==> src/rtl/onn_settle_monitor.sv <==
// Settle monitor for the 3x5 neuron bank: samples nout once per oscillation period, declares
// convergence or timeout, then shifts the settled pattern out MSB-first over valid/ready.
module onn_settle_monitor #(
    parameter int unsigned N_NEURON       = 15,
    parameter int unsigned STABLE_PERIODS = 4,
    parameter int unsigned MAX_PERIODS    = 200,
    parameter int unsigned CNT_W          = 8
) (
    input  logic                sclk,
    input  logic                re,
    input  logic                start,
    input  logic [N_NEURON-1:0] nout,
    input  logic                phi_to_no,
    input  logic                result_ready,
    output logic                busy,
    output logic                converged,
    output logic                timeout,
    output logic [N_NEURON-1:0] pattern,
    output logic [CNT_W-1:0]    period_count,
    output logic                sdo,
    output logic                sdo_valid,
    output logic                sdo_last
);

    localparam int unsigned MATCH_W = $clog2(STABLE_PERIODS + 1);
    localparam int unsigned IDX_W   = (N_NEURON > 1) ? $clog2(N_NEURON) : 1;

    localparam logic [2:0] IDLE  = 3'd0;
    localparam logic [2:0] WAIT1 = 3'd1;
    localparam logic [2:0] TRACK = 3'd2;
    localparam logic [2:0] SHIFT = 3'd3;
    localparam logic [2:0] HOLD  = 3'd4;

    logic [2:0]          state_q, state_d;
    logic                phi_q;
    logic [N_NEURON-1:0] pattern_q, pattern_d;
    logic [CNT_W-1:0]    count_q, count_d, count_inc;
    logic [MATCH_W-1:0]  match_q, match_d, match_inc;
    logic [IDX_W-1:0]    idx_q, idx_d;
    logic                converged_q, converged_d;
    logic                timeout_q, timeout_d;
    logic                period_event;
    logic                same;

    // A strobe held high for several cycles yields a single period event.
    assign period_event = phi_to_no & ~phi_q;
    assign same         = (nout == pattern_q);
    assign count_inc    = count_q + 1'b1;
    assign match_inc    = match_q + 1'b1;

    always_comb begin
        state_d     = state_q;
        pattern_d   = pattern_q;
        count_d     = count_q;
        match_d     = match_q;
        idx_d       = idx_q;
        converged_d = converged_q;
        timeout_d   = timeout_q;

        // start aborts or re-arms from any state and masks a coincident event.
        if (start) begin
            count_d     = '0;
            match_d     = '0;
            converged_d = 1'b0;
            timeout_d   = 1'b0;
            state_d     = WAIT1;
        end else begin
            case (state_q)
                WAIT1: begin
                    if (period_event) begin
                        pattern_d = nout;
                        count_d   = CNT_W'(1);
                        match_d   = '0;
                        state_d   = TRACK;
                    end
                end
                TRACK: begin
                    if (period_event) begin
                        pattern_d = nout;
                        count_d   = count_inc;
                        match_d   = same ? match_inc : '0;
                        if (same && (match_inc == MATCH_W'(STABLE_PERIODS))) begin
                            converged_d = 1'b1;
                            idx_d       = IDX_W'(N_NEURON - 1);
                            state_d     = SHIFT;
                        end else if (count_inc == CNT_W'(MAX_PERIODS)) begin
                            timeout_d = 1'b1;
                            idx_d     = IDX_W'(N_NEURON - 1);
                            state_d   = SHIFT;
                        end
                    end
                end
                SHIFT: begin
                    if (result_ready) begin
                        if (idx_q == '0) begin
                            state_d = HOLD;
                        end else begin
                            idx_d = idx_q - 1'b1;
                        end
                    end
                end
                default: ;
            endcase
        end
    end

    always_ff @(posedge sclk) begin
        if (re) begin
            state_q     <= IDLE;
            phi_q       <= 1'b0;
            pattern_q   <= '0;
            count_q     <= '0;
            match_q     <= '0;
            idx_q       <= '0;
            converged_q <= 1'b0;
            timeout_q   <= 1'b0;
        end else begin
            state_q     <= state_d;
            phi_q       <= phi_to_no;
            pattern_q   <= pattern_d;
            count_q     <= count_d;
            match_q     <= match_d;
            idx_q       <= idx_d;
            converged_q <= converged_d;
            timeout_q   <= timeout_d;
        end
    end

    always_comb begin
        busy         = (state_q != IDLE) && (state_q != HOLD);
        converged    = converged_q;
        timeout      = timeout_q;
        pattern      = pattern_q;
        period_count = count_q;
        sdo_valid    = (state_q == SHIFT);
        sdo          = sdo_valid & pattern_q[idx_q];
        sdo_last     = sdo_valid & (idx_q == '0);
    end

endmodule

==> config.mk <==
export PLATFORM = sky130hd
export DESIGN_NAME = onn_settle_monitor
export DESIGN_NICKNAME = d
export VERILOG_FILES = /design/src/rtl/onn_settle_monitor.sv
export SDC_FILE = /design/constraint.sdc
export NUM_CORES = 1
export LEC_CHECK = 0
export CORE_ASPECT_RATIO = 0.5
export CORE_MARGIN = 5
export CORE_UTILIZATION = 53
export CTS_CLUSTER_SIZE = 8
export DETAILED_ROUTE_END_ITERATION = 10
export GPL_TIMING_DRIVEN = 0
export PLACE_DENSITY = 0.82
export SKIP_LAST_GASP = 1
export SYNTH_ARGS = -nofsm -noshare
export SYNTH_HDL_FRONTEND = slang
export SYNTH_SLANG_ARGS = --single-unit
==> constraint.sdc <==
create_clock -name sclk -period 5.6 [get_ports sclk]
set_clock_uncertainty 0.05 [all_clocks]
set_input_delay 1.12 -clock sclk [delete_from_list [all_inputs] [get_ports sclk]]
set_output_delay 1.12 -clock sclk [all_outputs]
set_load 0.01 [all_outputs]
### Yosys cells after proc, flatten, opt, wreduce, memory -nomap -nowiden

Index checks and enable logic that the tools add are counted.

* equal/unequal tests: 18
* $lt $le $gt $ge: 1
* add/sub/neg operators: 3
* muxes and demuxes: 23
* divide/modulo/power cells: 0
* shifts and indexed selects: 0
* reductions and logical operators: 17
* bitwise gates (word level): 6
* multipliers: 0

Operators with widths (count)
* $mux 3: 9
* $mux 4: 5
* $reduce_and 6->1: 3
* $mux 8: 2
* $pmux 8 s2: 1
* $eq 15x15->1: 1
* $ne 3x3->1 const B: 5
* $pmux 3 s3: 1
* $reduce_and 3->1: 3
* $add 8x1->8 const B: 1
* $eq 8x8->1 const B: 1
* $ne 2x2->1 const B: 4
* $pmux 4 s2: 1
* $eq 3x2->1 const B: 2
* $pmux 3 s2: 1
* $reduce_bool 3->1: 2
* $lt 4x5->1 const B: 1
* $bmux 1 s4: 1
* $logic_not 4->1: 1
* $ne 4x4->1 const B: 1
* $reduce_and 4->1: 1
* $reduce_bool 2->1: 2
* $reduce_bool 4->1: 1
* $reduce_or 2->1: 2
* other kinds (10): 16

* latch bits: 0
* memories: 0
* bits in registers: 36
* ROM bits: 0
* memory bits (writable): 0
* word-level logic and storage cells: 77

### Longest topological paths before layout

Gate-level depths: netlist of run 1.

* depth after elaboration: 7
* depth in mapped cells: 8
* mapped depth without buffers: 7

### Worst setup path after synthesis of run 1

Ideal clock, no wire load.

* kind: flip-flop to output port
* from: register idx_q[0]
* to: output sdo
* required time: 4.430 ns
* buffers on the path: 1
* cell stages (with the launch flop): 5
* path slack: 2.828 ns
* data arrival time: 1.602 ns
* cell sequence: dfxtp_1 > buf_2 > mux4_2 > mux4_2 > and2_1

* word-level cells in the longest chain between the ends: 3

RTL lines
* start: declaration: RTL line 39 `logic [IDX_W-1:0] idx_q, idx_d;`
* start signal: assignment: RTL line 123 `idx_q <= idx_d;`
* $bmux 1 s4: RTL line 136 `sdo = sdo_valid & pattern_q[idx_q];`
* $mux 1 (implied by the code): RTL line 136
* $and 1x1->1: RTL line 136
* end: declaration: RTL line 20 `output logic sdo,`

Every way passes these cells. The select of a mux whose other input is x is not followed.

### Worst setup path in the final report of run 1

Same ends and word-level chain as after synthesis.

==> metrics.md, run 1 <==
| Metric | Value |
|---|---|
| Initial DRC Count | `67` |
| Initial antenna violation count | `0` |
| Overflow after GRT | `0` |
| Setup TNS | `0 ns` |
| Startpoint Class | `flop` |
| Mapped Nets | `257` |
| Postcts setup bufs | `0` |
| Top delay family on crit path | `multiplexers` |
| Seq/Total Area, Yosys | `0.356` |
| Cell Rows | `15` |
| DRC violations left | `0` |
| Largest net degree at the start of global routing | `11` |
| Vias/cell | `5.71` |
| GP Congestion | `0.826` |
| Tot GR Track Use | `0.206` |
| Syn-to-layout area delta | `30.7%` |
| Pwr dens | `192 mW/mm²` |
| Reg-to-reg slack, setup | `3.53 ns` |
| Buf+Inv Stages, Crit Path | `2` |
| Rel. slew slack | `0.509` |
| Post-Layout Cell Count | `338` |
| FFs w/ async S/R, synth | `0` |
| Starting Density | `0.571` |
| Cts bufs inserted | `5` |
| Post-DRT Antenna Nets | `0` |
| DRT Pass-1 Iters | `4` |
| CP arrival | `2.47 ns` |
| Core Util, Final | `0.746` |
| RSZ-0062 raised after global routing | `no` |
| Mapped Area | `0.00203 mm²` |
| Final setup viols | `0` |
| Most frequent CP cell | `mux4_2` |
| Clock-pin slew on the worst setup and hold paths | `0.07 ns` |
| Number of synthesized flops with an enable pin | `0` |
| Tightest Hold Check Type | `flop to flop` |
| Crit Path Max Fanout | `9` |
| Stages on the worst setup path | `5` |
| Clk sink count | `36` |
| P_leak | `0.000853 µW` |
| Critical R2R Launch | `idx_q[1]` |
| Worst-Skew Late Latency | `0.30 ns` |
| Max Clk Rate | `274 MHz` |
| Nets | `312` |
| CP max stage delay | `0.54 ns` |
| Vias in the first global route | `1838` |
| Synth unique cells | `52` |
| H-tree level count | `2` |
| Syn avg cell area | `8.73 µm²` |
| CTS tree | `yes` |
| IO Pins | `49` |
| CP max stage cell | `mux4_2` |
| Ant. Diodes | `0` |
| Clock Path Buffers | `2` |
| Reg-to-reg endpoint | `idx_q[3]` |
| Slew Viols, Final | `0` |
| Synth Instances | `232` |
| Worst r2r path cells | `7` |
| Via count | `1929` |
| CP endpoint kind | `primary output` |
| Port Buf Inserts | `48` |
| Placed cells | `331` |
| CTS Hold Buffers Added | `0` |
| CTS resizes | `0` |
| Core Region | `0.00355 mm²` |
| Synth warnings | `0` |
| Placed wire-length estimate | `3.91 mm` |
| Crit path launch | `idx_q[0]` |
| Die X | `97.4 µm` |
| CP cell instances | `buf_2 > mux4_2 > mux4_2 > and2_1 > clkdlybuf4s50_1` |
| Routed Wire Length | `5.18 mm` |
| Fill cells | `254` |
| Share of cells above drive strength 1 | `0.111` |
| Seq cells post-synth | `36` |
| Most used DFF post-synth | `dfxtp_1` |
| Die span in y | `53.7 µm` |
| First-pass GRT wire length | `8.57 mm` |
| Critical path endpoint | `sdo` |
| Die Area | `0.00523 mm²` |
| Final Critical Period | `3.64 ns` |
| VDD IR max | `0.112 mV` |
| Critical path type | `flop to primary output` |
| Tcrit/Tclk final | `0.651` |
| Max-Cap Viols | `0` |
| Routed length per instance | `15.3 µm` |
| Fin. Hold Viols | `0` |
| Root Driver | `clkbuf_8` |
| Status | `complete, no violations` |
| Power consumption | `509 µW` |
| Worst Max-Slew Pin Slew | `0.730 ns` |
| Critical Path RT | `4.43 ns` |
-- metal layers --
metal  share of wire  vias to the layer above  global-route usage
met5               0                        -                   0
met1            0.44                      904               0.249
met4           0.017                        0              0.0897
li1                -                      946                   -
met2            0.47                       69               0.361
met3           0.076                       10              0.0517
-- cells in the mapped netlist, types with 3 or more instances --
cell / instances / area (µm²)
a21oi_1: 26 / 130
buf_2: 3 / 15.0
clkbuf_1: 5 / 18.8
dfxtp_1: 36 / 721
ha_1: 5 / 62.6
inv_1: 4 / 15.0
mux2i_1: 3 / 30.0
mux4_2: 4 / 90.1
nand2_1: 24 / 90.1
nand3_1: 7 / 35.0
nand4_1: 4 / 25.0
nor2_1: 14 / 52.6
nor2b_1: 3 / 18.8
nor3_1: 9 / 45.0
nor4_2: 3 / 37.5
o21ai_0: 22 / 110
o31ai_1: 3 / 22.5
xnor2_1: 16 / 140
-- logic make-up (layout without fill, tap and decap cells) --
family                     count (synthesis)  after routing  share of synthesized area
AOI/OAI and AO/OA                         63             63                      0.187
xor gates and xnor gates                  17             17                     0.0735
DFF                                       36             36                      0.356
buffers and inverters                     17             72                     0.0432
and+or+nand+nor                           86             86                      0.245
muxes                                      8              8                     0.0649
adders and majority gates                  5              5                     0.0309
-- stage by stage --
stage                     hold slack [ns]  worst slack, ns  area, µm²
after floorplan                     0.379             2.83       2030
after global placement              0.389             2.30       2570
after detailed placement            0.408             2.27       2570
after CTS                           0.418             1.95       2650
after global routing                0.441             1.89       2650
final                               0.417             1.96       2650
-- cell type report --
type                    count  area [µm²]  area share
plain buffers              11        60.1      0.0227
clock buffers               6        72.6      0.0274
clock inverters             1        5.00     0.00189
inverters                   6        27.5      0.0104
multi-input cells         179        1220       0.460
flip-flops and latches     36         721       0.272
well taps                  51        63.8      0.0241
repair buffers             48         480       0.181
-- registers in the layout, summed over array words and instances (netlist names) --
register	cells
converged	1
match_q	3
period_count	8
phi_q	1
timeout	1
pattern	15
idx_q	4
state_q	3
-- cell usage in the layout, fill, tap and decap left out, drive strengths merged, types with 2 or more instances in the layout --
master,synthesis,layout
clkdlybuf4s50,0,48
dfxtp,36,36
a21oi,26,26
nand2,26,26
o21ai,22,22
xnor2,16,16
nor2,15,15
clkbuf,5,11
nor3,9,9
nand3,8,8
buf,6,6
ha,5,5
inv,5,5
nor4,5,5
mux4,4,4
nand4,4,4
mux2i,3,3
nor2b,3,3
o31ai,3,3
or2,3,3
and2,2,2
and3,2,2
a22oi,2,2
nand3b,2,2
clkinv,1,2
nor3b,2,2
-- worst min-delay path: stages, from the launching register on --
cell	delay, ns
dfxtp_1	0.32
nand2_1	0.05
o31ai_1	0.05
-- power breakdown --
| group | leakage [µW] | switching (µW) | internal, µW |
|---|---|---|---|
| Clock | 0.0000410 | 93.5 | 84.6 |
| Sequential | 0.000291 | 5.30 | 260 |
| Combinational | 0.000521 | 32.0 | 33.9 |
-- how the worst min path moves through the flow --
| stage | slack (ns) | end | cells after the start | startpoint |
|---|---|---|---|---|
| after floorplan | 0.38 | match_q[2] | 2 | match_q[2] |
| after global placement | 0.39 | match_q[2] | 2 | match_q[2] |
| after detailed placement | 0.41 | match_q[2] | 2 | match_q[2] |
| after CTS | 0.42 | timeout | 2 | timeout |
| after global routing | 0.44 | match_q[2] | 2 | match_q[2] |
| final | 0.42 | timeout | 2 | timeout |
(Power assumes the default switching activity.)
==> inputs of run 2 (changes only) <==
Settings changed: CORE_UTILIZATION 53 to 49, PLACE_DENSITY 0.82 to 0.76.
Clock period 5.6 ns to 3.68 ns, I/O delays scaled along.
==> metrics.md, run 2 (synthesis results as in run 1) <==
| Metric | Value |
|---|---|
| Commonest non-fill, non-tap cell in the layout | `clkdlybuf4s50_1` |
| CP arrival | `2.49 ns` |
| Share of cells above drive strength 1 | `0.118` |
| Setup TNS | `0 ns` |
| Die X | `101 µm` |
| GP Congestion | `0.794` |
| Nets | `312` |
| Ant. Diodes | `0` |
| Buf+Inv Stages, Crit Path | `2` |
| Overflow after GRT | `0` |
| H-tree level count | `2` |
| VDD IR max | `0.171 mV` |
| Core Region | `0.00394 mm²` |
| Routed Wire Length | `5.39 mm` |
| Rel. slew slack | `0.468` |
| Die Area | `0.00560 mm²` |
| Placed wire-length estimate | `3.86 mm` |
| Cell Rows | `16` |
| Starting Density | `0.514` |
| Tightest Hold Check Type | `flop to flop` |
| Critical path endpoint | `sdo` |
| Most frequent CP cell | `mux4_2` |
| Vias in the first global route | `1908` |
| Routed length per instance | `15.8 µm` |
| Worst r2r path cells | `7` |
| P_leak | `0.000876 µW` |
| Critical R2R Launch | `idx_q[1]` |
| Core Util, Final | `0.685` |
| Root Driver | `clkbuf_8` |
| Tcrit/Tclk final | `0.889` |
| CP cell instances | `buf_2 > mux4_2 > mux4_2 > and2_1 > clkdlybuf4s50_1` |
| Worst Max-Slew Pin Slew | `0.792 ns` |
| CTS Hold Buffers Added | `0` |
| Clock Path Buffers | `2` |
| Status | `complete, no violations` |
| Stages on the worst setup path | `5` |
| Clk sink count | `36` |
| Initial antenna violation count | `0` |
| CTS tree | `yes` |
| Critical path type | `flop to primary output` |
| Clock-pin slew on the worst setup and hold paths | `0.08 ns` |
| CP max stage cell | `mux4_2` |
| Worst-Skew Late Latency | `0.30 ns` |
| Max-Cap Viols | `0` |
| Post-DRT Antenna Nets | `0` |
| Postcts setup bufs | `0` |
| Commonest cells after routing, fill and taps aside | `clkdlybuf4s50_1 (48), dfxtp_1 (36), a21oi_1 (26), nand2_1 (24), o21ai_0 (22)` |
| Slew Viols, Final | `0` |
| Max Clk Rate | `306 MHz` |
| Largest net degree at the start of global routing | `12` |
| CP max stage delay | `0.55 ns` |
| CP endpoint kind | `primary output` |
| Critical Path RT | `2.89 ns` |
| Final setup viols | `0` |
| Initial DRC Count | `124` |
| CTS resizes | `0` |
| Crit path launch | `idx_q[0]` |
| DRT Pass-1 Iters | `4` |
| Reg-to-reg slack, setup | `1.63 ns` |
| Via count | `1960` |
| Tot GR Track Use | `0.202` |
| Final Critical Period | `3.27 ns` |
| Power consumption | `898 µW` |
| Cts bufs inserted | `5` |
| Syn-to-layout area delta | `33.3%` |
| DRC violations left | `0` |
| Crit Path Max Fanout | `9` |
| RSZ-0062 raised after global routing | `no` |
| Die span in y | `55.5 µm` |
| Top delay family on crit path | `multiplexers` |
| Port Buf Inserts | `48` |
| Reg-to-reg endpoint | `idx_q[3]` |
| First-pass GRT wire length | `9.18 mm` |
| Max reg flops | `15` |
| IO Pins | `49` |
| Vias/cell | `5.73` |
| Startpoint Class | `flop` |
| Fin. Hold Viols | `0` |
| Pwr dens | `333 mW/mm²` |
run 2: tightest hold or removal path, stage by stage (launching register included):
cell,delay (ns)
dfxtp_1,0.31
nand2_1,0.05
a21oi_1,0.05
run 2: cell type report:
cell class | instances | area [µm²]
clock buffers | 7 | 96.3
fillers | 309 | 1240
multi-input cells | 179 | 1220
inverters | 6 | 27.5
well taps | 54 | 67.6
plain buffers | 11 | 60.1
flip-flops and latches | 36 | 721
repair buffers | 48 | 480
clock inverters | 1 | 30.0
run 2: report_power, final:
part	leakage, µW	switching (µW)	internal [µW]	total [µW]
Clock	0.0000645	155	239	394
Sequential	0.000291	8.13	395	404
Combinational	0.000521	49.3	51.5	101
Total	0.000876	212	686	898
run 2: worst min-delay path by stage:
| stage | start | to | slack, ns | cells past startpoint |
|---|---|---|---|---|
| 2_1_floorplan | match_q[2] | match_q[2] | 0.38 | 2 |
| 3_3_place_gp | match_q[2] | match_q[2] | 0.39 | 2 |
| 3_5_place_dp | match_q[2] | match_q[2] | 0.40 | 2 |
| 4_1_cts | match_q[2] | match_q[2] | 0.41 | 2 |
| 5_1_grt | match_q[2] | match_q[2] | 0.45 | 2 |
| 6_report | match_q[2] | match_q[2] | 0.41 | 2 |
run 2: routing by layer:
layer	track usage	share of wire	routed length (µm)
met4	0.0720	0.014	74
met1	0.267	0.46	2500
met2	0.316	0.46	2500
met3	0.0528	0.059	320
met5	0	0	0
run 2: through the flow:
step	hold slack (ns)	setup WS [ns]	cells	instance area, µm²
after floorplan	0.379	1.29	232	2030
after global placement	0.388	0.755	334	2570
after detailed placement	0.401	0.688	334	2570
after CTS	0.411	0.375	342	2700
after global routing	0.447	0.325	342	2700
final	0.408	0.408	342	2700
==> inputs of run 3 (changes only) <==
Settings changed: CORE_ASPECT_RATIO 0.5 to 1.1.
==> metrics.md, run 3 (synthesis results as in run 1) <==
| Metric | Value |
|---|---|
| Clk sink count | `36` |
| CP max stage delay | `0.53 ns` |
| Rel. slew slack | `0.524` |
| Overflow after GRT | `0` |
| Worst Max-Slew Pin Slew | `0.708 ns` |
| Max-Cap Viols | `0` |
| DR top layer | `met4` |
| Final setup viols | `0` |
| DRC violations left | `0` |
| Vias/cell | `5.65` |
| Share of cells above drive strength 1 | `0.115` |
| Clock-pin slew on the worst setup and hold paths | `0.07 ns` |
| Power consumption | `803 µW` |
| CTS Hold Buffers Added | `0` |
| Root Driver | `clkbuf_8` |
| Setup ws final | `0.434 ns` |
| GP Congestion | `0.865` |
| Vias in the first global route | `1820` |
| Core Region | `0.00399 mm²` |
| Most frequent CP cell | `mux4_2` |
| Max Clk Rate | `308 MHz` |
| Detailed-routing wirelength on met1 | `2.31 mm` |
| Tightest Hold Check Type | `flop to flop` |
| Status | `complete, no violations` |
| Port Buf Inserts | `48` |
| DRT Pass-1 Iters | `5` |
| Met2 Routed Length | `2.52 mm` |
| Setup WS pre-CTS | `0.750 ns` |
| Via count | `1921` |
| Tot GR Track Use | `0.203` |
| First-pass GRT wire length | `9.06 mm` |
| Met3 WL | `297 µm` |
| Commonest cells after routing, fill and taps aside | `clkdlybuf4s50_1 (48), dfxtp_1 (36), a21oi_1 (26), nand2_1 (24), o21ai_0 (22)` |
| Routed Wire Length | `5.20 mm` |
| Ant. Diodes | `0` |
| Placed wire-length estimate | `3.87 mm` |
| Slew Viols, Final | `0` |
| Starting Density | `0.507` |
| Setup TNS | `0 ns` |
| Die span in y | `77.4 µm` |
| Nets | `312` |
| Cell Rows | `24` |
| Syn-to-layout area delta | `31.6%` |
| CTS tree | `yes` |
| RSZ-0062 raised after global routing | `no` |
| H-tree level count | `2` |
| Postcts setup bufs | `0` |
| Post-DRT Antenna Nets | `0` |
| Critical Path RT | `2.89 ns` |
| Pwr dens | `301 mW/mm²` |
| CP endpoint kind | `primary output` |
| Fin. Hold Viols | `0` |
| P_leak | `0.000856 µW` |
| Commonest non-fill, non-tap cell in the layout | `clkdlybuf4s50_1` |
| Clock Path Buffers | `2` |
| Max reg flops | `15` |
| Cts bufs inserted | `5` |
| Startpoint Class | `flop` |
| Largest net degree at the start of global routing | `12` |
| CP cell instances | `buf_2 > mux4_2 > mux4_2 > and2_1 > clkdlybuf4s50_1` |
| Crit Path Max Fanout | `9` |
| Initial DRC Count | `111` |
| VDD IR max | `0.225 mV` |
| Die X | `71.3 µm` |
| Core Util, Final | `0.667` |
| Routed length per instance | `15.3 µm` |
| Worst-Skew Late Latency | `0.29 ns` |
| CP max stage cell | `mux4_2` |
| Critical path type | `flop to primary output` |
| Die Area | `0.00552 mm²` |
| Final Critical Period | `3.25 ns` |
| Tcrit/Tclk final | `0.882` |
| IO Pins | `49` |
| Fill cells | `347` |
| Initial antenna violation count | `0` |
| CP arrival | `2.46 ns` |
| CTS resizes | `0` |
[run 3: worst max-delay path: cells and delay by family, from the launching register on]
kind,cells,cell delay [ns]
DFF,1,0.31
muxes,2,0.99
and+or+nand+nor,1,0.17
buffers and inverters,2,0.69
[run 3: layer usage]
metal,global-route usage,vias up
met5,0,-
met4,0.0733,0
met3,0.0439,7
met2,0.321,64
met1,0.271,906
li1,-,944
[run 3: layout make-up]
class	count	area [µm²]	share of cell area
buffer	11	60.1	0.0225
clock buffer	7	86.3	0.0324
clock inverter	1	7.51	0.00282
timing repair buffer	48	480	0.180
tap	52	65.1	0.0244
multi-input combinational	179	1220	0.457
sequential	36	721	0.270
inverter	6	27.5	0.0103
[run 3: report_power, final]
part / switching [µW] / total, µW / internal [µW] / leakage, µW
sequential: 8.18 / 404 / 396 / 0.000291
clock: 146 / 299 / 152 / 0.0000445
combinational: 49.0 / 101 / 51.5 / 0.000521
total: 204 / 803 / 599 / 0.000856
[run 3: path summary, 6_finish.rpt]
kind                            startpoint          to  slack (ns)  cells after the start
worst min register to register  match_q[2]  match_q[2]        0.41                      2
worst min-delay path            match_q[2]  match_q[2]        0.41                      2
worst max-delay path              idx_q[0]         sdo        0.43                      5
worst max register to register  pattern[7]    idx_q[3]        1.63                      5
[run 3: per-stage QoR]
stage	hold WS, ns	cells	area, µm²
after global routing	0.451	340	2670
after floorplan	0.379	232	2030
final	0.413	340	2670
after CTS	0.414	340	2670
after detailed placement	0.404	332	2570
after global placement	0.391	332	2570
